File: config.mk
export PLATFORM = sky130hd
export DESIGN_NAME = l1_line_refill_responder
export DESIGN_NICKNAME = d
export VERILOG_FILES = /design/src/rtl/l1_line_refill_responder.sv
export SDC_FILE = /design/constraint.sdc
export NUM_CORES = 1
export LEC_CHECK = 0
export CAP_MARGIN = 15
export CORE_ASPECT_RATIO = 0.7
export CORE_MARGIN = 3
export CORE_UTILIZATION = 50
export DETAILED_ROUTE_END_ITERATION = 12
export PLACE_DENSITY = 0.85
export SETUP_SLACK_MARGIN = 0.05
export SLEW_MARGIN = 20
export SYNTH_ARGS = -nofsm -noshare
export SYNTH_HDL_FRONTEND = slang
export SYNTH_SLANG_ARGS = --single-unit
File: constraint.sdc
create_clock -name clk -period 11 [get_ports clk]
set_input_delay 1.65 -clock clk [delete_from_list [all_inputs] [get_ports clk]]
set_output_delay 1.65 -clock clk [all_outputs]
set_load 0.05 [all_outputs]
File: src/rtl/l1_line_refill_responder.sv
// Memory-side responder for the L1 cache: refills 8-byte lines one byte per beat
// from a variable-latency byte port and commits single-byte write-throughs.
module l1_line_refill_responder #(
  parameter int unsigned TamAddr    = 16,
  parameter int unsigned LINE_BYTES = 8
) (
  input  logic                      clk,
  input  logic                      rst,
  input  logic                      alloc_req,
  input  logic [TamAddr-1:0]        alloc_addr,
  input  logic                      wr_req,
  input  logic [TamAddr-1:0]        wr_addr,
  input  logic [7:0]                wr_byte,
  output logic [LINE_BYTES*8-1:0]   line_data,
  output logic [TamAddr-4:0]        line_addr,
  output logic                      dataComplete,
  output logic                      writeComplete,
  output logic                      busy,
  output logic [TamAddr-1:0]        mem_addr,
  output logic                      mem_rd,
  output logic                      mem_wr,
  output logic [7:0]                mem_wdata,
  input  logic [7:0]                mem_rdata,
  input  logic                      mem_ack
);

  localparam int unsigned BeatW = $clog2(LINE_BYTES);
  localparam int unsigned LineW = TamAddr - BeatW;
  localparam int unsigned DataW = LINE_BYTES * 8;

  typedef enum logic [2:0] {
    S_IDLE  = 3'd0,
    S_READ  = 3'd1,
    S_RDONE = 3'd2,
    S_WRITE = 3'd3,
    S_WDONE = 3'd4
  } state_e;

  state_e               state_q;
  logic [BeatW-1:0]     beat_q;
  logic [DataW-1:0]     line_data_q;
  logic [LineW-1:0]     line_addr_q;
  logic [TamAddr-1:0]   mem_addr_q;
  logic [7:0]           mem_wdata_q;
  logic                 mem_rd_q;
  logic                 mem_wr_q;
  logic                 data_done_q;
  logic                 write_done_q;
  logic                 busy_q;

  // Byte offset of a refill request only selects the line; it never reaches memory.
  logic unused_alloc_offset;
  assign unused_alloc_offset = ^alloc_addr[BeatW-1:0];

  always_ff @(posedge clk or posedge rst) begin
    if (rst) begin
      state_q      <= S_IDLE;
      beat_q       <= '0;
      line_data_q  <= '0;
      line_addr_q  <= '0;
      mem_addr_q   <= '0;
      mem_wdata_q  <= '0;
      mem_rd_q     <= 1'b0;
      mem_wr_q     <= 1'b0;
      data_done_q  <= 1'b0;
      write_done_q <= 1'b0;
      busy_q       <= 1'b0;
    end else begin
      data_done_q  <= 1'b0;
      write_done_q <= 1'b0;
      case (state_q)
        // Write has priority so a refill cannot return data older than a pending write.
        S_IDLE: begin
          if (wr_req) begin
            state_q     <= S_WRITE;
            mem_wr_q    <= 1'b1;
            mem_addr_q  <= wr_addr;
            mem_wdata_q <= wr_byte;
            busy_q      <= 1'b1;
          end else if (alloc_req) begin
            state_q     <= S_READ;
            mem_rd_q    <= 1'b1;
            beat_q      <= '0;
            line_addr_q <= alloc_addr[TamAddr-1:BeatW];
            mem_addr_q  <= {alloc_addr[TamAddr-1:BeatW], BeatW'(0)};
            busy_q      <= 1'b1;
          end
        end
        S_READ: begin
          if (mem_ack) begin
            line_data_q[{beat_q, 3'b000} +: 8] <= mem_rdata;
            beat_q <= beat_q + BeatW'(1);
            if (beat_q == BeatW'(LINE_BYTES - 1)) begin
              state_q     <= S_RDONE;
              mem_rd_q    <= 1'b0;
              data_done_q <= 1'b1;
            end else begin
              mem_addr_q <= {line_addr_q, beat_q + BeatW'(1)};
            end
          end
        end
        S_RDONE: begin
          state_q <= S_IDLE;
          busy_q  <= 1'b0;
        end
        S_WRITE: begin
          if (mem_ack) begin
            state_q      <= S_WDONE;
            mem_wr_q     <= 1'b0;
            write_done_q <= 1'b1;
          end
        end
        S_WDONE: begin
          state_q <= S_IDLE;
          busy_q  <= 1'b0;
        end
        default: begin
          state_q  <= S_IDLE;
          mem_rd_q <= 1'b0;
          mem_wr_q <= 1'b0;
          busy_q   <= 1'b0;
        end
      endcase
    end
  end

  assign line_data     = line_data_q;
  assign line_addr     = line_addr_q;
  assign dataComplete  = data_done_q;
  assign writeComplete = write_done_q;
  assign busy          = busy_q;
  assign mem_addr      = mem_addr_q;
  assign mem_rd        = mem_rd_q;
  assign mem_wr        = mem_wr_q;
  assign mem_wdata     = mem_wdata_q;

endmodule

==> metrics <==
LEAKAGE=0.00309 uW; Post-Place Worst Slack=6.36 ns; pwr dens=318 mW/mm2; number of diodes=0; max incr delay on CP=0.84 ns; fin crit period=3.22 ns; final core area utilization=71.0%; Mapped Cells=between 300 and 400; Nets=597; Post-synth EDFFs=0; detailed-route wire length=about 12 mm; share of flip-flops with an asynchronous set or reset=100%; Port Buffer Count=155; commonest non-fill, non-tap cell in the layout=clkdlybuf4s50_1; clock latency on the worst-skew pair=0.34 ns; endpoint class of the critical path=primary output; RR Startpoint=beat_q[0]; Crit path required time=9.35 ns; clock buffer depth=2; FF-to-FF path depth=6; worst-path cell with the longest stage delay=clkdlybuf4s50_1; Iteration-0 DRC Markers=172; H-tree depth=3; register area=0.00280 mm2; footprint of the multi-input gates=0.00213 mm2; FILL cells=between 700 and 800; I/O pins=159; RR Endpoint=line_data[38]; fin. max-slew vios=0; Yosys Warn Count=0; Setup WS post-layout=slightly below 8 ns; antenna viol nets, final=0; core region area=~0.0098 mm2; Final Setup Violations=0; CP max FO=4; Die W=126 um; die height=~90 um; Final Hold Fails=0; Die Area=around 0.011 mm2; crit path cell chain=clkdlybuf4s50_1; share of layout cells above drive strength 1=22.4%; commonest cells after routing, fill and taps aside=154 x clkdlybuf4s50_1, 112 x dfrtp_1, 63 x mux2_2; Critical Path Stages=1; Worst R2R Setup Slack=8.34 ns; RSZ-0062 raised after global routing=false; hold_buf cts=0; clk sinks=112; CP Class=flop to primary output; post-cts resize count=0; router iterations before antenna repair=4; Slew @ Worst Pin=1.02 ns; hold path start=mem_addr[11]; clock slew at reported path FFs=0.07 ns; register bit total from synthesis=112; count of standard-cell rows=30; Layout area overhead=37.1%; Max Cap Viol=0; CTS tree=yes; grt total ovfl=0; Arrival @ worst endpoint=1.57 ns; DPL Wire Length=between 8 and 9 mm; setup TNS=0 ns; critical path buffer and inverter count=1; largest net degree at the start of global routing=61; Initial Util=51.8%; RD Place Congestion=just under 0.8; Top FF cell, synth=dfrtp_1; Slew HR=31.5%; CP startpoint kind=flop; global-route usage over all layers=21.9%; Worst Hold Class=flop to flop; antenna violations before repair=0; WL/cell=18.1 um; Max Fclk=310 MHz; first-pass GRT wire length=just under 20 mm; Worst Hold Depth=2; post-CTS setup buffers=0; synthesized area per cell=13.0 um2; Final Cycle Share=29.3%; clk_skew=0.00771 ns; Cell Area, Synth=0.00507 mm2; Max VDD drop=0.201 mV; Worst path top cell family by delay=buffers and inverters; sequential area share after synthesis=55.2%; syn_nets=449; status=finished clean; CTS Buf Count=9; hold endpoint=mem_addr[11]; DRC=0; Distinct cells, synth=37; vias per cell=between 5 and 6; vias in the first global route=3763; CTS root buf=clkbuf_16; vias=~3500
## cell families (layout without fill, tap and decap cells)
family	count (synthesis)	in the layout	synth area share [%]
buffers and inverters	27	179	3.11
and+or+nand+nor	97	97	11.3
muxes	100	100	23.6
adders and majority gates	7	7	1.73
DFF	112	112	55.2
AOI/OAI and AO/OA	46	46	4.98
## layout make-up
class                      instances  area share (%)
clock buffer                       9            3.24
inverter                           8           0.540
sequential                       112            40.3
multi-input combinational        250            30.6
clock inverter                     6           0.630
timing repair buffer             156            22.3
tap                              128            2.30
## through the flow
stage,area [um2],std cells,hold slack (ns),total power (uW)
after global placement,6680,654,0.463,1890
after CTS,6950,669,0.487,2230
final,6950,669,0.482,2210
after floorplan,5070,389,0.530,1520
after global routing,6950,669,0.522,2330
after detailed placement,6680,654,0.470,1920
## metal layers
metal | share of wire (%) | global-route usage, %
met2 | 45 | 32.9
met5 | 0 | 0
met4 | 1.4 | 4.82
met1 | 44 | 29.8
met3 | 9.8 | 9.16
## synthesized netlist by cell type (2+ instances only)
cell type  number  area share, %
mux2_2         63             14
o21ai_1         3           0.30
ha_1            7            1.7
and2_1         25            3.1
nor2_1          9           0.67
nand3_4         2           0.69
nand2_1        35            2.6
a2bb2oi_1       2           0.35
a21oi_1         5           0.49
inv_1           7           0.52
clkbuf_1        5           0.37
o21ai_0        31            3.1
nor2b_1         2           0.25
and4_2          2           0.39
nand3_2         2           0.39
mux2i_1        13            2.6
a31oi_1         3           0.37
mux2_4         24            7.1
and3_4          3           0.67
dfrtp_1       112             55
nor3_1          7           0.69
buf_6           5            1.1
buf_2           8           0.79
## where the power goes
part / total (uW) / internal (uW) / switching (uW)
clock: 301 / 154 / 147
combinational: 1240 / 444 / 799
sequential: 668 / 565 / 103
## worst min-delay path, stage by stage, from the launching register on
cell     delay (ns)
dfrtp_1        0.34
nand2_1        0.04
o21ai_0        0.06
## how the worst max path moves through the flow
stage,startpoint,end,slack [ns]
global placement,wr_req,mem_addr[13],6.42
CTS,wr_req,mem_addr[6],6.73
floorplan,rst,beat_q[0],6.39
detailed placement,wr_req,mem_addr[6],6.36
finish,mem_wr,mem_wr,7.78
global route,line_addr[3],line_addr[3],7.73
## registers in the layout, summed over array words and instances, names as in the netlist
register	flops
line_data	64
mem_addr	16
line_addr	13
mem_wdata	8
beat_q	3
state_q	3
busy	1
dataComplete	1
mem_rd	1
mem_wr	1
writeComplete	1
Power figures use the tool's default switching activity.
